--- src/rtl/fifo_pkg.sv ---
// Shared types and constants for the async_fifo read-side stream adapter.
package fifo_pkg;

    // Default width of FIFO and stream data.
    localparam int DEF_DATA_WIDTH = 64;

    // Output buffer depth: two entries cover the one-cycle FIFO read latency
    // so reads can be issued without looking at m_ready combinationally.
    localparam int SKID_DEPTH = 2;

    // Width of the buffer occupancy count (0..SKID_DEPTH).
    localparam int OCC_W = 2;

    // Adapter mode: normal streaming or draining/discarding the FIFO.
    typedef enum logic {
        RUN   = 1'b0,
        FLUSH = 1'b1
    } rd_state_t;

endpackage

--- src/rtl/rd_skid_buf.sv ---
// Two-entry output buffer. Entry 0 is always the head, so the stream data
// and valid come straight from registers.
module rd_skid_buf
    import fifo_pkg::*;
#(
    parameter int DATA_WIDTH = DEF_DATA_WIDTH
) (
    input  logic                  rd_clk,
    input  logic                  rd_rst,
    input  logic                  push,
    input  logic [DATA_WIDTH-1:0] push_data,
    input  logic                  pop,
    input  logic                  clear,
    output logic [DATA_WIDTH-1:0] head_data,
    output logic                  head_valid,
    output logic [OCC_W-1:0]      occupancy,
    output logic [OCC_W-1:0]      clear_count
);

    localparam logic [OCC_W-1:0] FULL = OCC_W'(SKID_DEPTH);

    logic [DATA_WIDTH-1:0] entry0;
    logic [DATA_WIDTH-1:0] entry1;
    logic [OCC_W-1:0]      occ;

    assign head_data   = entry0;
    assign head_valid  = (occ != '0);
    assign occupancy   = occ;
    // Entries held right now are the ones a clear this cycle throws away.
    assign clear_count = occ;

    // Push appends at the tail, pop shifts entry 1 into the head; clear wins.
    always_ff @(posedge rd_clk or posedge rd_rst) begin
        if (rd_rst) begin
            entry0 <= '0;
            entry1 <= '0;
            occ    <= '0;
        end else if (clear) begin
            entry0 <= '0;
            occ    <= '0;
        end else begin
            case ({push, pop})
                2'b10: begin
                    if (occ == '0) entry0 <= push_data;
                    else           entry1 <= push_data;
                    occ <= occ + 1'b1;
                end
                2'b01: begin
                    entry0 <= entry1;
                    occ    <= occ - 1'b1;
                end
                2'b11: begin
                    // Occupancy unchanged; the head advances.
                    if (occ == FULL) begin
                        entry0 <= entry1;
                        entry1 <= push_data;
                    end else begin
                        entry0 <= push_data;
                    end
                end
                default: ;
            endcase
        end
    end

endmodule

--- src/rtl/fifo_rd_stream.sv ---
// Read-side adapter for async_fifo: turns rd_en/empty/dout (one-cycle read
// latency) into a registered valid/ready stream, with a flush that drains
// and discards the FIFO, plus saturating delivered/discarded beat counters.
//
// Handshake: a beat transfers on a rd_clk edge where m_valid && m_ready;
// once m_valid is high it stays high with m_data unchanged until that
// transfer happens. m_ready never reaches fifo_rd_en or m_data through
// combinational logic other than the credit check.
module fifo_rd_stream
    import fifo_pkg::*;
#(
    parameter int DATA_WIDTH = DEF_DATA_WIDTH,
    parameter int CNT_WIDTH  = 32
) (
    input  logic                  rd_clk,
    input  logic                  rd_rst,
    output logic                  fifo_rd_en,
    input  logic [DATA_WIDTH-1:0] fifo_dout,
    input  logic                  fifo_rd_empty,
    output logic [DATA_WIDTH-1:0] m_data,
    output logic                  m_valid,
    input  logic                  m_ready,
    input  logic                  flush,
    output logic                  flush_busy,
    output logic                  flush_done,
    output logic [CNT_WIDTH-1:0]  beat_count,
    output logic [CNT_WIDTH-1:0]  drop_count,
    output rd_state_t             state
);

    rd_state_t          state_next;
    logic               inflight;
    logic               rd_req;
    logic               pop;
    logic               push;
    logic               clear;
    logic               done_next;
    logic [OCC_W-1:0]   occupancy;
    logic [OCC_W-1:0]   clear_count;
    logic [2:0]         credit;
    logic [2:0]         entry_drop;
    logic [1:0]         drop_inc;
    logic [CNT_WIDTH:0] drop_sum;

    rd_skid_buf #(
        .DATA_WIDTH(DATA_WIDTH)
    ) u_skid (
        .rd_clk     (rd_clk),
        .rd_rst     (rd_rst),
        .push       (push),
        .push_data  (fifo_dout),
        .pop        (pop),
        .clear      (clear),
        .head_data  (m_data),
        .head_valid (m_valid),
        .occupancy  (occupancy),
        .clear_count(clear_count)
    );

    assign pop        = m_valid && m_ready;
    assign flush_busy = (state == FLUSH);
    // The FIFO shares rd_rst, so never strobe it while reset is asserted.
    assign fifo_rd_en = rd_req && !rd_rst;

    // Entries that will be held after this cycle if nothing new is read.
    assign credit     = {1'b0, occupancy} + {2'b00, inflight} - {2'b00, pop};
    // On flush entry: held entries not popped this cycle plus the arriving beat.
    assign entry_drop = {1'b0, clear_count} + {2'b00, inflight} - {2'b00, pop};

    // Mode control, read credit and discard accounting.
    always_comb begin
        state_next = state;
        rd_req     = 1'b0;
        push       = 1'b0;
        clear      = 1'b0;
        done_next  = 1'b0;
        drop_inc   = 2'd0;
        case (state)
            RUN: begin
                rd_req = !fifo_rd_empty && (credit < 3'd2);
                if (flush) begin
                    clear      = 1'b1;
                    drop_inc   = entry_drop[1:0];
                    state_next = FLUSH;
                end else begin
                    push = inflight;
                end
            end
            FLUSH: begin
                rd_req   = !fifo_rd_empty;
                drop_inc = {1'b0, inflight};
                if (fifo_rd_empty && !inflight) begin
                    state_next = RUN;
                    done_next  = 1'b1;
                end
            end
            default: state_next = RUN;
        endcase
    end

    assign drop_sum = {1'b0, drop_count} + (CNT_WIDTH + 1)'(drop_inc);

    // State register, read-return tracking and the flush-complete pulse.
    always_ff @(posedge rd_clk or posedge rd_rst) begin
        if (rd_rst) begin
            state      <= RUN;
            inflight   <= 1'b0;
            flush_done <= 1'b0;
        end else begin
            state      <= state_next;
            inflight   <= fifo_rd_en;
            flush_done <= done_next;
        end
    end

    // Saturating delivered and discarded beat counters.
    always_ff @(posedge rd_clk or posedge rd_rst) begin
        if (rd_rst) begin
            beat_count <= '0;
            drop_count <= '0;
        end else begin
            if (pop && (beat_count != '1)) beat_count <= beat_count + 1'b1;
            if (drop_sum[CNT_WIDTH]) drop_count <= '1;
            else                     drop_count <= drop_sum[CNT_WIDTH-1:0];
        end
    end

endmodule

--- config.mk ---
export PLATFORM = sky130hd
export DESIGN_NAME = fifo_rd_stream
export DESIGN_NICKNAME = d
export VERILOG_FILES = /design/src/rtl/fifo_pkg.sv /design/src/rtl/rd_skid_buf.sv /design/src/rtl/fifo_rd_stream.sv
export SDC_FILE = /design/constraint.sdc
export NUM_CORES = 1
export LEC_CHECK = 0
export BUFFER_PORTS_ARGS = -buffer_cell sky130_fd_sc_hd__buf_4
export CORE_ASPECT_RATIO = 0.6
export CORE_UTILIZATION = 58
export CTS_BUF_LIST = sky130_fd_sc_hd__clkbuf_4 sky130_fd_sc_hd__clkbuf_8 sky130_fd_sc_hd__clkbuf_16
export CTS_CLUSTER_SIZE = 40
export DETAILED_ROUTE_END_ITERATION = 10
export GPL_TIMING_DRIVEN = 1
export PLACE_DENSITY = 0.94
export SKIP_CTS_REPAIR_TIMING = 1
export SYNTH_ARGS = -nofsm -noshare
export SYNTH_HDL_FRONTEND = slang
export SYNTH_SLANG_ARGS = --single-unit
--- constraint.sdc ---
create_clock -name rd_clk -period 18.9 [get_ports rd_clk]
set_clock_uncertainty 0.1 [all_clocks]
set_input_delay 2.835 -clock rd_clk [delete_from_list [all_inputs] [get_ports rd_clk]]
set_output_delay 2.835 -clock rd_clk [all_outputs]
set_load 0.05 [all_outputs]
==> results of run 1 <==
[tightest hold or removal path, cell delays in order, from the launching register on]
cell     delay, ns
dfrtp_1       0.34
nand2_1       0.05
o21ai_0       0.06
[metrics by stage]
step / instance area (um2) / setup WS (ns) / power [W] / util (%) / hold WS (ns)
finish: 11000 / 10.97 / 0.00167 / 75.2 / 0.385
global route: 11000 / 10.82 / 0.00175 / 75.2 / 0.413
CTS: 11000 / 10.96 / 0.00168 / 75.2 / 0.389
detailed placement: 10400 / 10.98 / 0.00132 / 71.2 / 0.374
global placement: 10400 / 11.06 / 0.00129 / 71.2 / 0.362
floorplan: 8760 / 10.60 / 0.00111 / - / 0.379
[power groups by stage]
stage | Combinational [W] | Clock (W) | Sequential, W
final | 0.000666 | 0.000355 | 0.000651
after global routing | 0.000707 | 0.000379 | 0.000666
after CTS | 0.000671 | 0.000360 | 0.000650
after detailed placement | 0.000669 | 0 | 0.000656
after global placement | 0.000647 | 0 | 0.000645
after floorplan | 0.000218 | 0 | 0.000888
[cells by family (layout without fill, tap and decap cells)]
logic type,after synthesis,after routing,synth area share (%)
DFF,197,197,56.3
xor gates and xnor gates,52,52,5.20
adders and majority gates,7,7,1.17
AOI/OAI and AO/OA,90,90,5.54
buffers and inverters,54,253,2.56
and+or+nand+nor,244,244,13.2
muxes,132,132,16.1
[metal layers]
| layer | wire length (um) | global-route usage, % | share of wire [%] | up-vias |
|---|---|---|---|---|
| li1 | - | - | - | 3052 |
| met3 | 1560 | 7.98 | 7.7 | 17 |
| met4 | 164 | 6.67 | 0.81 | 0 |
| met1 | 8930 | 36.3 | 44 | 3328 |
| met2 | 9670 | 43.4 | 48 | 239 |
| met5 | 0 | 0 | 0 | - |
[cell usage in the layout, fill, tap and decap left out, drive strengths merged]
cell,instances
a21oi,9
and4,3
nor2b,2
clkbuf,18
a31oi,2
a32o,1
fa,2
nor3b,1
nand3,25
a2111oi,1
o31ai,1
a21o,1
xor2,37
or2,1
buf,207
clkinv,7
and3,8
nor2,30
nand4,18
and4b,1
nand2,120
clkinvlp,1
bufinv,1
ha,5
or3,2
mux2i,64
and2,4
o21a,2
mux2,68
inv,19
xnor2,15
nor4,8
o21ai,72
dfrtp,197
nand2b,3
nor4b,2
nor3,13
nor4bb,1
or4,2
o31a,1
[sequential cells by signal (all words and copies together) (netlist names)]
register / cells
beat_count: 32
drop_count: 32
flush_busy: 1
flush_done: 1
inflight: 1
u_skid.clear_count: 2
u_skid.entry1: 64
u_skid.head_data: 64
[worst max-delay path by stage]
stage               endpoint    start  cells after the start  slack, ns
4_1_cts           fifo_rd_en  m_ready                     12      10.96
3_5_place_dp      fifo_rd_en  m_ready                     12      10.98
3_3_place_gp      fifo_rd_en  m_ready                     12      11.06
5_1_grt           fifo_rd_en  m_ready                     12      10.82
2_1_floorplan  beat_count[0]   rd_rst                      1      10.60
6_report          fifo_rd_en  m_ready                     12      10.97
[cell type report]
class / count / area [um2] / area share (%)
Sequential cell: 197 / 4930 / 44.8
Multi-Input combinational cell: 525 / 3620 / 33.0
Inverter: 15 / 63.8 / 0.580
Timing Repair Buffer: 207 / 1550 / 14.1
Clock buffer: 18 / 439 / 3.99
Tap cell: 198 / 248 / 2.25
Clock inverter: 13 / 140 / 1.27
==> reports/metrics.cfg, run 1 <==
[power]
p_switching_w=0.000700
power_frac_comb_pct=39.8
power.leakage_nw=5.36
p_clk_share_pct=21.2
switching_share_pct=41.8
seq_power_share_pct=38.9
vdd.ir_drop.worst_mv=0.103
p_per_area_mw_per_mm2=152
cell_internal_pwr_w=0.000973

[sta]
fin_setup_tns_ns=0
setup_violations=0
finalMaxSlewViolations=0
worst_pin_slew_ns=1.15
period_minus_slack_ns=7.93
max_slew_margin_pct=23.2
hold_viol_final=0
fin_crit_sh_pct=41.9
fmax_mhz=126
rsz0062_at_grt=no

[synth]
synthCells=776
syn_area_mm2=0.00876
synth-edff-count=0
synth_fp_nets=852
ys_warn_count=0
synth_seq_cells=197
synth_area_leader_cell=dfrtp_1
ys_seq_area_share_pct=56.3
synthTopCellsByArea=dfrtp_1 56%, mux2_2 8.5%, mux2i_1 7.3%
synth-main-ff-cell=dfrtp_1
synth_cell_types=47
netlist_top_cells_count=197 x dfrtp_1, 120 x nand2_1, 71 x o21ai_0
synth_async_sr_flop_share_pct=100
synth_top_area_share_pct=56.3
synth_most_common_cell=dfrtp_1
syn_area_per_cell_um2=11.3

[floorplan]
dieHeight_um=97.2
start_util_pct=59.8
core-area_mm2=0.0146
die-area_mm2=0.0156
ios=202
die_w_um=161
rows=34

[clocking]
htree_levels=4
clockBufferDepth=2
clock_latency_ns=0.42
cts_tree=yes
root_buffer=clkbuf_16
numCtsBuffers=17
clkSinkCount=197
path_clk_slew_ns=0.07

[critical_path]
crit_type=in2out
cp_data_required_time_ns=15.97
slowest_delay_ns=0.38
ff2ff_setup_slack_ns=14.27
arrival_ns=4.99
reg2reg_to=drop_count[6]
endpoint_kind=output pin
worstPathMaxFanout=9
reg2reg_from=u_skid.clear_count[0]
slowest_stage=fa_1
cp-start-kind=primary input
ff2ff_path_depth=13
cp_cell_sequence=buf_4, o21ai_2, inv_1, ha_1, inv_1, ha_1, fa_1, xnor2_1, nor2_1, nor2_1, nor3_1, buf_4
crit_buf_inv=4
critPathTopFamily=adder cells

[global_route]
grt_overflow=0
grt_pass1_vias=6557
antenna_found_initial=0
grt_max_degree=124
grt_usage_pct=27.0
grt_pass1_wl_um=33300

[flow_run]
drv_cap=0

[final_layout]
syn2layout_area_growth_pct=25.6
diodes=0
fin_cells=1173
nFillCells=993
nNetsFinal=1039
drive_gt1_share_pct=32.6

[place]
dpl.hpwl_um=13700
routabilityCongestion=0.828
placed_cells=1142
numPortBuffers=201

[detailed_routing]
final_antenna_net_count=0
wl_per_cell_um=17.3
via_count=6636
via_per_inst=5.66
dr.pass1.iters=5
wl_um=20300
drt_iter0_drc=435
post-route-drc-count=0

[status]
status=completed

[hold_path]
holdPathStages=2
hold_class=reg2reg
hold_end=u_skid.head_data[38]
hold_start=u_skid.head_data[38]

Note: power is estimated with default switching activity, not from simulation.
==> inputs of run 2 (changes only) <==
Settings changed: ABC_AREA set to 1, CORE_UTILIZATION 58 to 56, PLACE_DENSITY 0.94 to 0.9.
Clock period 18.9 ns to 8.1 ns, I/O delays scaled along.
==> reports/metrics.cfg, run 2 <==
[global_route]
grt_pass1_vias=8768
antenna_found_initial=0
grt_pass1_wl_um=42500
grt_usage_pct=27.9
grt_overflow=0
grt_max_degree=135

[synth]
synthCells=1412
synth-main-ff-cell=dfrtp_1
ys_seq_area_share_pct=47.6
synth_cell_types=33
synth_async_sr_flop_share_pct=100
synth_most_common_cell=nand2_1
synth_fp_nets=1488
syn_area_per_cell_um2=7.34
synthTopCellsByArea=dfrtp_1 48%, nand2_1 23%, inv_1 4.8%
synth_area_leader_cell=dfrtp_1
synth_top_area_share_pct=47.6
netlist_top_cells_count=632 x nand2_1, 197 x dfrtp_1, 133 x inv_1
synth_seq_cells=197
ys_warn_count=0
syn_area_mm2=0.0104
synth-edff-count=0

[sta]
hold_viol_final=0
fin_setup_tns_ns=0
rsz0062_at_grt=no
finalMaxSlewViolations=0
period_minus_slack_ns=4.59
worst_pin_slew_ns=1.05
max_slew_margin_pct=30.0
fmax_mhz=218
fin_crit_sh_pct=56.7
setup_violations=0
final.setup.worst_slack_ns=3.51

[power]
cell_internal_pwr_w=0.00231
power_frac_comb_pct=45.3
power.leakage_nw=6.39
switching_share_pct=46.5
vdd.ir_drop.worst_mv=0.364
p_switching_w=0.00201
seq_power_share_pct=35.4
p_clk_share_pct=19.3
p_per_area_mw_per_mm2=350

[clocking]
clock_latency_ns=0.42
path_clk_slew_ns=0.08
numCtsBuffers=17
htree_levels=4
clkSinkCount=197
clockBufferDepth=2
root_buffer=clkbuf_16
cts_tree=yes

[critical_path]
worstPathMaxFanout=31
endpoint_kind=flip-flop
arrival_ns=4.81
cp_data_required_time_ns=8.32
ff2ff_path_depth=17
cp-start-kind=primary input
reg2reg_to=drop_count[22]
critPathCapture=drop_count[22]
ff2ff_setup_slack_ns=3.77
reg2reg_from=u_skid.clear_count[1]
critical_path.startpoint=m_ready
crit_type=in2reg

[place]
dpl.hpwl_um=18200
numPortBuffers=201
routabilityCongestion=0.935
dp_slack_ns=3.10

[final_layout]
final_common_cell=nand2_1
diodes=0
nFillCells=1519
nNetsFinal=1661
drive_gt1_share_pct=16.6
syn2layout_area_growth_pct=19.4
final_cell_mix=632 x nand2_1, 206 x buf_4, 197 x dfrtp_1

[detailed_routing]
drt_iter0_drc=751
wl_per_cell_um=14.1
via_count=9589
via_per_inst=5.22
dr.pass1.iters=5
final_antenna_net_count=0
post-route-drc-count=0
wl_um=25900

[floorplan]
die-area_mm2=0.0191
die_w_um=178
ios=202
start_util_pct=57.3
dieHeight_um=107
rows=38
core-area_mm2=0.0181

[hold_path]
hold_class=reg2reg

[flow_run]
drv_cap=0

[status]
status=completed

## run 2: cell count changes in the layout (fill, tap and decap cells not counted), moves of 25 or more
cell     change
inv_1      +119
nand3_1     +39
mux2i_1     -64
mux2_2      -66
o21ai_1     +90
o21ai_0     -25
nand2_1    +513
nor2_1      +94
## run 2: area by class of cell
| class | count | area [um2] | share of cell area, % |
|---|---|---|---|
| tap | 240 | 300 | 2.43 |
| timing repair buffer | 206 | 1550 | 12.5 |
| clock buffer | 19 | 440 | 3.56 |
| multi-input combinational | 1025 | 4480 | 36.2 |
| sequential | 197 | 4930 | 39.9 |
| clock inverter | 13 | 139 | 1.12 |
| inverter | 138 | 536 | 4.33 |
## run 2: critical path: stages
cell	delay, ns
buf_4	0.13
nand2_8	0.16
inv_8	0.07
ha_1	0.27
inv_1	0.04
ha_1	0.18
fa_1	0.49
inv_1	0.06
nor2_1	0.14
inv_1	0.08
fa_1	0.45
nor2_1	0.26
nand2_1	0.14
nor2_1	0.16
nand2_1	0.63
nand3_1	0.34
## run 2: worst min path at each step
stage | slack, ns | cells after the start | endpoint | start
CTS | 0.39 | 2 | u_skid.head_data[24] | u_skid.head_data[24]
finish | 0.38 | 2 | u_skid.head_data[59] | u_skid.head_data[59]
global route | 0.40 | 2 | u_skid.head_data[51] | u_skid.head_data[51]
global placement | 0.36 | 2 | u_skid.head_data[59] | u_skid.head_data[59]
detailed placement | 0.37 | 2 | u_skid.head_data[38] | u_skid.head_data[38]
floorplan | 0.38 | 2 | u_skid.entry1[10] | u_skid.entry1[10]
## run 2: power groups by stage
| stage | logic (W) | clock network [W] | registers, W |
|---|---|---|---|
| floorplan | 0.000858 | 0 | 0.00213 |
| global placement | 0.00190 | 0 | 0.00153 |
| detailed placement | 0.00196 | 0 | 0.00154 |
| CTS | 0.00197 | 0.000845 | 0.00153 |
| global route | 0.00214 | 0.000890 | 0.00157 |
| finish | 0.00196 | 0.000834 | 0.00153 |
## run 2: cells by family after synthesis
| group | share of synthesized area, % |
|---|---|
| XOR/XNOR | 1.86 |
| buffers and inverters | 9.19 |
| AND/OR/NAND/NOR | 33.3 |
| AO/OA/AOI/OAI | 7.03 |
| flip-flops | 47.6 |
| adder cells (fa/ha/maj) | 0.990 |
## run 2: metal layers
layer	global-route usage, %	part of all wire (%)	wire length (um)
met5	0	0	0
met2	43.4	45	11800
met1	40.8	46	12000
met3	5.01	7.2	1880
met4	5.80	0.83	216
## run 2: through the flow
step	hold slack [ns]	power, W	area [um2]	instances	util (%)
2_1_floorplan	0.383	0.00299	10400	1412	-
3_3_place_gp	0.363	0.00343	11800	1806	65.3
3_5_place_dp	0.366	0.00350	11800	1806	65.3
4_1_cts	0.386	0.00434	12400	1838	68.5
5_1_grt	0.402	0.00460	12400	1838	68.5
6_report	0.383	0.00433	12400	1838	68.5
==> inputs of run 3 (changes only) <==
Clock period 8.1 ns to 4.7 ns, I/O delays scaled along.
==> reports/metrics.cfg, run 3 (synthesis gave the netlist of run 2 again) <==
[status]
status=completed

[global_route]
grt_pass1_vias=8890
antenna_found_initial=0
grt_usage_pct=28.0
grt_overflow=0
grt_pass1_wl_um=42800
grt_max_degree=129

[power]
power_frac_comb_pct=45.3
power.leakage_nw=6.43
switching_share_pct=46.6
seq_power_share_pct=35.3
vdd.ir_drop.worst_mv=0.533
p_clk_share_pct=19.4
cell_internal_pwr_w=0.00400
p_switching_w=0.00349
p_per_area_mw_per_mm2=602

[floorplan]
ios=202
dieHeight_um=107
die-area_mm2=0.0191
core-area_mm2=0.0181
rows=38
die_w_um=178
start_util_pct=57.3

[detailed_routing]
final_antenna_net_count=0
via_count=9692
dr.pass1.iters=6
wl_per_cell_um=14.3
wl_um=26300
via_per_inst=5.26
post-route-drc-count=0
drt_iter0_drc=806

[clocking]
clock_latency_ns=0.43
clockBufferDepth=2
path_clk_slew_ns=0.08
clkSinkCount=197
cts_tree=yes
numCtsBuffers=17
htree_levels=4
root_buffer=clkbuf_16

[sta]
fin_crit_sh_pct=83.0
period_minus_slack_ns=3.90
fin_setup_tns_ns=0
rsz0062_at_grt=no
max_slew_margin_pct=32.5
fmax_mhz=256
worst_pin_slew_ns=1.01
finalHoldWorstSlack_ns=0.354
finalMaxSlewViolations=0
setup_violations=0
hold_viol_final=0

[critical_path]
cp-start-kind=flip-flop
worstPathMaxFanout=19
endpoint_kind=flip-flop
crit_type=reg2reg
arrival_ns=4.10
cp_data_required_time_ns=4.90

[place]
numPortBuffers=201
dpl.hpwl_um=18200
routabilityCongestion=0.944

[final_layout]
final_cell_mix=632 x nand2_1, 205 x buf_4, 197 x dfrtp_1
final_common_cell=nand2_1
nFillCells=1490
utilization_pct=68.9
diodes=0
syn2layout_area_growth_pct=20.2
nNetsFinal=1664
drive_gt1_share_pct=16.7

[flow_run]
drv_cap=0

[hold_path]
hold_class=in2reg

run 3: worst max-delay path, cell delays in order, from the launching register on:
cell and delay, ns:
dfrtp_1 0.43, inv_2 0.13, nand2_4 0.09, nand2_8 0.16
inv_8 0.07, ha_1 0.28, inv_1 0.05, ha_1 0.20
fa_1 0.48, inv_1 0.05, nor2_1 0.16, inv_1 0.08
fa_1 0.45, nor2_1 0.25, nand2_1 0.16, inv_1 0.10
nand2_1 0.06, nor2_1 0.24, nand2_1 0.09, nand2_1 0.07
nand3_1 0.06
run 3: path summary, 6_finish.rpt:
check	start	to	slack, ns	cells past startpoint
max in group asynchronous	rd_rst	beat_count[26]	3.12	3
setup / recovery	u_skid.clear_count[1]	drop_count[26]	0.80	20
min in group asynchronous	rd_rst	flush_busy	0.39	2
setup reg to reg	u_skid.clear_count[1]	drop_count[26]	0.80	20
hold reg to reg	u_skid.head_data[55]	u_skid.head_data[55]	0.38	2
hold / removal	fifo_rd_empty	inflight	0.35	2
run 3: per-stage QoR:
stage	worst slack, ns	area [um2]	instances	total power (W)
CTS	0.809	12400	1841	0.00753
detailed placement	0.628	11900	1809	0.00605
global route	0.457	12400	1841	0.00796
floorplan	0.884	10400	1412	0.00516
finish	0.800	12400	1841	0.00750
global placement	0.773	11900	1809	0.00593
run 3: layout make-up:
cell class                 count  area, um2  share of cell area, %
sequential                   197       4930                   39.6
clock buffer                  18        433                   3.48
timing repair buffer         209       1620                   13.0
tap                          240        300                   2.41
clock inverter                14        158                   1.27
inverter                     138        532                   4.27
multi-input combinational   1025       4480                   36.0
run 3: routing by layer:
metal / GRT usage, % / up-vias / share of wire [%]
met5: 0 / - / 0
met4: 7.94 / 0 / 1.1
li1: - / 4705 / -
met1: 40.3 / 4555 / 45
met2: 43.7 / 407 / 46
met3: 4.87 / 25 / 8.2
run 3: power groups by stage:
stage          registers, W  clock network, W  logic [W]
6_report            0.00265           0.00145    0.00340
2_1_floorplan       0.00368                 0    0.00148
3_3_place_gp        0.00264                 0    0.00329
3_5_place_dp        0.00266                 0    0.00339
4_1_cts             0.00264           0.00147    0.00342
5_1_grt             0.00272           0.00154    0.00370
